===== config.mk =====
export PLATFORM = sky130hd
export DESIGN_NAME = cascade_sequencer
export DESIGN_NICKNAME = d
export VERILOG_FILES = /design/src/rtl/cascade_pkg.sv /design/src/rtl/cascade_edge_det.sv /design/src/rtl/cascade_sequencer.sv
export SDC_FILE = /design/constraint.sdc
export NUM_CORES = 1
export LEC_CHECK = 0
export CAP_MARGIN = 20
export CORE_MARGIN = 4
export CORE_UTILIZATION = 40
export DETAILED_ROUTE_END_ITERATION = 8
export PLACE_DENSITY = 0.7
export SLEW_MARGIN = 10
export SYNTH_ARGS = -nofsm -noshare
export SYNTH_HDL_FRONTEND = slang
export SYNTH_HIERARCHICAL = 1
export SYNTH_SLANG_ARGS = --single-unit

===== constraint.sdc =====
create_clock -name clk -period 4.3 [get_ports clk]
set_input_delay 0.86 -clock clk [delete_from_list [all_inputs] [get_ports clk]]
set_output_delay 0.86 -clock clk [all_outputs]
set_load 0.03 [all_outputs]

===== src/rtl/cascade_pkg.sv =====
// Shared types and helpers for the INTA cascade sequencer.
package cascade_pkg;

    typedef enum logic [1:0] {
        IDLE,
        PULSE,
        GAP
    } state_t;

    localparam logic [1:0] VB_CALL = 2'd0;
    localparam logic [1:0] VB_LOW  = 2'd1;
    localparam logic [1:0] VB_HIGH = 2'd2;

    // Index of the lowest set bit; 0 when no bit is set.
    function automatic int unsigned onehot_to_bin(input logic [31:0] v);
        for (int unsigned i = 0; i < 32; i++) begin
            if (v[i]) begin
                return i;
            end
        end
        return 0;
    endfunction

    function automatic logic is_onehot(input logic [31:0] v);
        return (v != '0) && ((v & (v - 32'd1)) == '0);
    endfunction

endpackage


===== src/rtl/cascade_edge_det.sv =====
// INTA edge detector: one registered sample of inta_n, fall/rise against it.
module cascade_edge_det (
    input  logic clk,
    input  logic inta_n,
    output logic fall,
    output logic rise
);

    logic prev;

    // Plain delay register; it keeps tracking inta_n through reset so that a
    // reset taken while INTA is low cannot manufacture a fall afterwards.
    always_ff @(posedge clk) begin
        prev <= inta_n;
    end

    assign fall = prev & ~inta_n;
    assign rise = ~prev & inta_n;

endmodule


===== src/rtl/cascade_sequencer.sv =====
// INTA acknowledge sequencer: cascade ID drive/decode and vector byte gating.
module cascade_sequencer #(
    parameter int ID_W   = 3,
    parameter int N_IRQ  = 2**ID_W,
    parameter int TO_CYC = 64,
    parameter int TO_W   = $clog2(TO_CYC + 1)
) (
    input  logic             clk,
    input  logic             rst_n,
    input  logic             SP_EN,
    input  logic             sngl,
    input  logic             upm,
    input  logic [N_IRQ-1:0] icw3,
    input  logic [N_IRQ-1:0] ack_level,
    input  logic             inta_n,
    input  logic [ID_W-1:0]  CAS_IN,
    output logic [ID_W-1:0]  CAS_OUT,
    output logic             CAS_OE,
    output logic             send_vector_address,
    output logic [1:0]       vec_byte,
    output logic             seq_done,
    output logic             seq_abort,
    output logic             cas_err
);

    import cascade_pkg::*;

    logic fall, rise;

    cascade_edge_det u_edge (
        .clk    (clk),
        .inta_n (inta_n),
        .fall   (fall),
        .rise   (rise)
    );

    state_t            state_q, state_d;
    logic [1:0]        pcnt_q, pcnt_d;
    logic [TO_W-1:0]   to_q, to_d;
    logic              sending_q, sending_d;
    logic              cas_drive_q, cas_drive_d;
    logic              upm_q, upm_d;
    logic [ID_W-1:0]   cas_idx_q, cas_idx_d;

    logic [N_IRQ-1:0]  hit;
    logic [31:0]       hit_ext;
    logic              cascade_hit, multi_hit, timeout;
    logic [1:0]        last_pcnt;

    assign hit         = ack_level & icw3;
    assign hit_ext     = 32'(hit);
    assign cascade_hit = SP_EN & ~sngl & is_onehot(hit_ext);
    assign multi_hit   = SP_EN & ~sngl & (hit != '0) & ~is_onehot(hit_ext);
    assign last_pcnt   = upm_q ? 2'd2 : 2'd3;
    assign timeout     = (state_q != IDLE) && (to_q == TO_W'(TO_CYC));

    // State and per-sequence role registers.
    always_ff @(posedge clk) begin
        if (!rst_n) begin
            state_q     <= IDLE;
            pcnt_q      <= '0;
            to_q        <= '0;
            sending_q   <= 1'b0;
            cas_drive_q <= 1'b0;
            upm_q       <= 1'b0;
            cas_idx_q   <= '0;
        end else begin
            state_q     <= state_d;
            pcnt_q      <= pcnt_d;
            to_q        <= to_d;
            sending_q   <= sending_d;
            cas_drive_q <= cas_drive_d;
            upm_q       <= upm_d;
            cas_idx_q   <= cas_idx_d;
        end
    end

    // Next state, role capture at first fall, and the one-cycle status pulses.
    always_comb begin
        state_d     = state_q;
        pcnt_d      = pcnt_q;
        to_d        = to_q;
        sending_d   = sending_q;
        cas_drive_d = cas_drive_q;
        upm_d       = upm_q;
        cas_idx_d   = cas_idx_q;
        seq_done    = 1'b0;
        seq_abort   = 1'b0;
        cas_err     = 1'b0;
        case (state_q)
            IDLE: begin
                if (fall) begin
                    state_d     = PULSE;
                    pcnt_d      = 2'd1;
                    to_d        = TO_W'(1);
                    upm_d       = upm;
                    cas_drive_d = cascade_hit;
                    cas_idx_d   = ID_W'(onehot_to_bin(hit_ext));
                    sending_d   = (SP_EN | sngl) ? ~cascade_hit
                                                 : (CAS_IN == icw3[ID_W-1:0]);
                    cas_err     = multi_hit;
                end
            end
            PULSE: begin
                to_d = to_q + TO_W'(1);
                if (rise) begin
                    if (pcnt_q == last_pcnt) begin
                        state_d  = IDLE;
                        pcnt_d   = '0;
                        to_d     = '0;
                        seq_done = 1'b1;
                    end else begin
                        state_d = GAP;
                    end
                end
            end
            GAP: begin
                to_d = to_q + TO_W'(1);
                if (fall) begin
                    state_d = PULSE;
                    pcnt_d  = pcnt_q + 2'd1;
                end
            end
            default: state_d = IDLE;
        endcase
        if (timeout) begin
            state_d   = IDLE;
            pcnt_d    = '0;
            to_d      = '0;
            seq_done  = 1'b0;
            seq_abort = 1'b1;
        end
        if (!rst_n) begin
            seq_done  = 1'b0;
            seq_abort = 1'b0;
            cas_err   = 1'b0;
        end
    end

    // CAS drive and data-bus gating decoded from the current state.
    always_comb begin
        CAS_OE              = (state_q != IDLE) & cas_drive_q;
        CAS_OUT             = CAS_OE ? cas_idx_q : '0;
        send_vector_address = 1'b0;
        vec_byte            = VB_CALL;
        if (state_q == PULSE) begin
            if (sending_q) begin
                send_vector_address = upm_q ? (pcnt_q == 2'd2) : 1'b1;
            end else begin
                send_vector_address = cas_drive_q & ~upm_q & (pcnt_q == 2'd1);
            end
        end
        if (send_vector_address) begin
            if (upm_q) begin
                vec_byte = VB_LOW;
            end else begin
                case (pcnt_q)
                    2'd2:    vec_byte = VB_LOW;
                    2'd3:    vec_byte = VB_HIGH;
                    default: vec_byte = VB_CALL;
                endcase
            end
        end
    end

endmodule


Yosys cells after proc, flatten, opt, wreduce, memory -nomap -nowiden
Cells that the tools add are included.
{"block": "word_totals", "register_bits": 18, "input_bits": 25, "output_inout_bits": 10, "elab_cells": 458}
{"block": "classes", "add_sub_neg": 3, "eq_ne": 13, "mux": 401, "n_bitwise": 19, "reduce_logical": 14}
{"operator": "two-way mux 1 bit", "n": 343}
{"operator": "two-way mux 3 bit", "n": 42}
{"operator": "AND 8 x 32 -> 32 bit", "n": 1}
{"operator": "logical NOT 32 bit", "n": 1}
{"operator": "nonzero test 32 bit", "n": 1}
{"operator": "two-way mux 7 bit", "n": 3}
{"operator": "case mux 7 bit (3 select lines)", "n": 1}
{"operator": "two-way mux 2 bit", "n": 9}
{"operator": "AND 1 bit", "n": 9}
{"operator": "subtractor 8 x 1 -> 9 bit, second input constant", "n": 1}
{"operator": "AND 8 bit", "n": 1}
{"operator": "inequality test 2 bit, second input constant", "n": 4}
{"operator": "case mux 2 bit (2 select lines)", "n": 2}
{"operator": "nonzero test 8 bit", "n": 1}
{"operator": "adder 7 x 1 -> 7 bit, second input constant", "n": 1}
{"operator": "== test 7 bit, second input constant", "n": 1}
{"operator": "inverter 1 bit", "n": 7}
{"operator": "== test 2 bit, second input constant", "n": 3}
{"operator": "case mux 2 bit (3 select lines)", "n": 1}
{"operator": "AND reduction 2 bit", "n": 3}
{"operator": "AND reduction 5 bit", "n": 1}
{"operator": "== test 2 x 1 -> 1 bit, second input constant", "n": 2}
{"operator": "OR reduction 2 bit", "n": 2}
{"operator": "== test 3 bit", "n": 1}
{"operator": "8 further kinds", "n": 9}

Logic depth before layout (Yosys ltp)
Gate-level depths: netlist of the first run.
{"block": "logic_depth", "word_depth": 325, "mapped_depth": 8, "ltp_nobuf": 7}

By module
The synthesis of the first run kept the hierarchy.
{"mod": "cascade_sequencer", "n_inst": 1, "cells_each": 156, "area_per_inst_um2": 1255.0, "seq_area_each_um2": 340.3}
{"mod": "cascade_edge_det", "n_inst": 1, "cells_each": 3, "area_per_inst_um2": 35.0, "seq_area_each_um2": 20.0}

Least setup slack after synthesis of the first run
Ideal clock, no wire load.
{"block": "synth_path", "kind": "in2out", "from": "input port inta_n", "to": "output port cas_err", "arrival_ns": 2.093, "required_ns": 3.440, "setup_slack_ns": 1.347, "cell_stages": 5, "path_buffers": 0, "path_cell_list": "nor2b_1 > nand2_1 > nor2_1 > nand3_1 > nor2_1"}
{"block": "synth_between", "elab_chain_cells": 5}
{"element": "start, declared", "line": "cascade_sequencer.sv:15", "rtl": "input logic inta_n,"}
{"element": "inverter 1 bit", "line": "cascade_edge_det.sv:17", "rtl": "assign fall = prev & ~inta_n;"}
{"element": "AND 1 bit", "line": "cascade_edge_det.sv:17"}
{"element": "two-way mux 1 bit", "line": "cascade_sequencer.sv:92", "rtl": "if (fall) begin"}
{"element": "two-way mux 1 bit", "line": "cascade_sequencer.sv:90", "rtl": "case (state_q)"}
{"element": "two-way mux 1 bit", "line": "cascade_sequencer.sv:133", "rtl": "if (!rst_n) begin"}
{"element": "end, declared", "line": "cascade_sequencer.sv:23", "rtl": "output logic cas_err"}
No other way between the ends.

Worst setup path in the final report of the first run
{"block": "layout_path", "from": "input port icw3[1]", "to": "output port cas_err"}
{"block": "layout_between", "elab_chain_cells": 10, "elab_cells_between_ends": 13, "cone_classes": "add/sub (1); mux (3); bitwise (5); reduce/logical (4)"}
{"element": "start, declared", "line": "cascade_sequencer.sv:13", "rtl": "input logic [N_IRQ-1:0] icw3,"}
{"element": "AND 8 bit *", "line": "cascade_sequencer.sv:50", "rtl": "assign hit = ack_level & icw3;"}
{"element": "subtractor 8 x 1 -> 9 bit", "line": "cascade_pkg.sv:25", "rtl": "return (v != '0) && ((v & (v - 32'd1)) == '0);"}
{"element": "AND 8 x 32 -> 32 bit", "line": "cascade_pkg.sv:25"}
{"element": "logical NOT 32 bit", "line": "cascade_pkg.sv:25"}
{"element": "logical AND 1 bit", "line": "cascade_pkg.sv:25"}
{"element": "inverter 1 bit", "line": "cascade_sequencer.sv:53", "rtl": "assign multi_hit = SP_EN & ~sngl & (hit != '0) & ~is_onehot(hit_ext);"}
{"element": "AND 1 bit *", "line": "cascade_sequencer.sv:53"}
{"element": "two-way mux 1 bit *", "line": "cascade_sequencer.sv:92"}
{"element": "two-way mux 1 bit *", "line": "cascade_sequencer.sv:90"}
{"element": "two-way mux 1 bit *", "line": "cascade_sequencer.sv:133"}
Every way passes the cells marked *; elsewhere a longest branch is shown, timed or not.

==> results of run 1 <==
[final timing paths]
| kind | slack, ns | to | cells after the start | from |
|---|---|---|---|---|
| max | 0.55 | cas_err | 7 | icw3[1] |
| max reg2reg | 2.43 | to_q[5] | 7 | state_q[0] |
| min reg2reg | 0.45 | cas_idx_q[1] | 2 | cas_idx_q[1] |
| min | 0.45 | cas_idx_q[1] | 2 | cas_idx_q[1] |
[cell usage after synthesis (all sizes together) (2+ instances only)]
library cell and number:
ha 10, and2 4, a21oi 11, dfxtp 18, nor2 18, nor2b 3
nor4b 2, inv 10, nor3 5, nand3 10, a211oi 4, a32o 2
a22oi 5, o21ai 6, xor2 6, nand2 20, a211o 2, o21a 2
nand4 2, xnor2 5
[critical path, stage by stage]
cell	delay [ns]
clkdlybuf4s50_1	0.55
a22oi_2	0.14
maj3_1	0.34
a22oi_1	0.16
nor2_1	0.05
nor2_1	0.11
clkdlybuf4s50_1	0.67
[metrics by stage]
stage | instances | power [uW] | hold slack [ns] | setup slack, ns | cell area [sq um]
4_1_cts | 240 | 386 | 0.458 | 0.542 | 1710
3_5_place_dp | 237 | 301 | 0.446 | 0.560 | 1690
6_report | 240 | 382 | 0.455 | 0.552 | 1710
5_1_grt | 240 | 405 | 0.484 | 0.407 | 1710
2_1_floorplan | 159 | 255 | 0.427 | 1.35 | 1290
3_3_place_gp | 237 | 298 | 0.443 | 0.553 | 1690
[routing by layer]
layer	vias up	track usage, %	part of all wire, %
li1	640	-	-
met1	582	17.3	42
met2	35	28.6	52
met3	8	2.60	3.9
met4	0	7.65	2.4
met5	-	0	0
[power groups by stage]
stage	sequential, uW	combinational [uW]	clock (uW)
after floorplan	184	71.1	0
after CTS	183	115	88.1
after global placement	186	112	0
after global routing	184	127	94.4
final	183	114	85.0
after detailed placement	186	115	0
[area by class of cell]
class	count	area share [%]
repair buffers	35	20.3
flip-flops and latches	18	21.1
inverters	10	2.19
well taps	44	3.22
multi-input cells	130	51.9
clock buffers	3	1.32
[layout by cell type, fill, tap and decap left out, types with 2 or more instances in the layout]
cell,Yosys,final
ha_1,10,10
a211o_1,2,2
o21ai_0,5,5
xor2_1,6,6
nor2b_1,2,2
a21oi_1,11,11
nand2_1,20,20
a22oi_2,2,2
and2_1,4,4
a22oi_1,2,2
clkbuf_4,0,3
xnor2_1,5,5
nor3_1,4,4
nand3_1,10,10
o21a_1,2,2
dfxtp_1,18,18
nand4_1,2,2
a211oi_1,3,3
nor2_1,18,18
a32o_1,2,2
clkdlybuf4s50_1,0,34
inv_1,10,10
[cells by family after synthesis]
kind of cell / after synthesis / share of synthesized area (%)
AOI/OAI and AO/OA: 39 / 23.2
xor gates and xnor gates: 11 / 7.47
muxes: 1 / 0.776
adders and majority gates: 11 / 10.5
buffers and inverters: 11 / 3.30
DFF: 18 / 27.9
and+or+nand+nor: 68 / 26.9
[flip-flops by register name, indices dropped and copies added, names as in the netlist]
name         flops
pcnt_q           2
to_q             7
upm_q            1
u_edge/prev      1
state_q          2
sending_q        1
cas_idx_q        3
cas_drive_q      1
==> out/summary.txt, run 1 <==
Reg area: 360 sq um
final setup fails: 0
Primary FF master, synth: dfxtp_1
Pleak: 0.000636 uW
status: complete, no violations
DRC Markers: 0
Synth Net Count: 194
die width: 64.8 um
RSZ-0062 raised after global routing: false
DRT Pass-1 Iters: 4
Yosys cell types: 41
DRT Wirelength: 3.02 mm
main area contributors after synthesis: dfxtp_1 28%, ha_1 9.7%, nand2_1 5.8%
Initial Util: 41.9%
#FFs+latches synth: 18
Final Hold Vio Count: 0
Global Route Usage Sum: 15.7%
Fmax: 267 MHz
CP Data Arrival Time: 2.89 ns
Worst Tran Pin Value: 0.337 ns
cell internal pwr: 264 uW
sequential area share after synthesis: 27.9%
Post-Synthesis Mean Instance Area: 8.11 sq um
post-route clock period utilization: 87.2%
Row Count: 20
Reg clk slew, reported paths: 0.09 ns
Resized cells post-CTS: 0
crit end category: output pin
Yosys top cell by area: dfxtp_1
antenna cell count: 0
layout cells sized above 1: 7.14%
Comb power frac: 29.9%
area of the multi-input gates: 887 sq um
Ports: 35
Post-Syn Area: 1290 sq um
hold buffers post-CTS: 0
type of the most critical hold path: reg -> reg
Rel. slew slack: 77.5%
NetSw: 118 uW
PortBufs: 34
startpoint types: primary input
initial antenna violation count: 0
DIE AREA: 4200 sq um
first-pass GRT wire length: 5.31 mm
H-tree depth: 1
cells after synthesis: 159
largest net degree at the start of global routing: 10
PD cells: 223 nW/um^2
post-route ant nets: 0
area share of the leading cell type in the synthesized netlist: 27.9%
Core Area: 3080 sq um
Crit Path Max Fanout: 5
maximum VDD drop: 0.105 mV
clock power share: 22.3%
Net count, final: 233
Max Cap Violations: 0
clk sink count: 18
Seq pwr share: 47.8%
cts bufs inserted: 3
CP required: 3.44 ns
clock latency on the worst-skew pair: 0.30 ns
clk root buf: clkbuf_4
vias in the first global route: 1309
GPL Wtd Cong: 0.835
Net Sw Frac: 30.9%
sum of negative setup slack: 0 ns
synth-to-layout area growth: 32.6%
number of fill cells: 308
number of flops mapped to enable cells by yosys: 0
HPWL Detailed: 2.56 mm
WL/cell: 12.6 um
Period minus WS final: 3.75 ns
Setup Buffers After CTS: 0
fin util: 55.6%
DR vias: 1265
Die Y: 64.8 um
Async SR Flop Fraction: 0%
total gr overflow: 0
CTS tree: built
clock buffer depth: 2
DRT iter0 DRCs: 53
Setup Skew: 0.0142 ns
vias per cell: 5.27
Slew Viols, Final: 0
critical path class: in -> out
Synthesis Warnings: 6
Power figures use the tool's default switching activity.
==> inputs of run 2 (changes only) <==
--- a/config.mk
+++ b/config.mk
@@ -5,7 +5,6 @@
 export SDC_FILE = /design/constraint.sdc
 export NUM_CORES = 1
 export LEC_CHECK = 0
-export CAP_MARGIN = 20
 export CORE_MARGIN = 4
 export CORE_UTILIZATION = 40
 export DETAILED_ROUTE_END_ITERATION = 8
==> results of run 2 <==
Same layout as run 1: the final DEF is identical, and so are final timing and power.
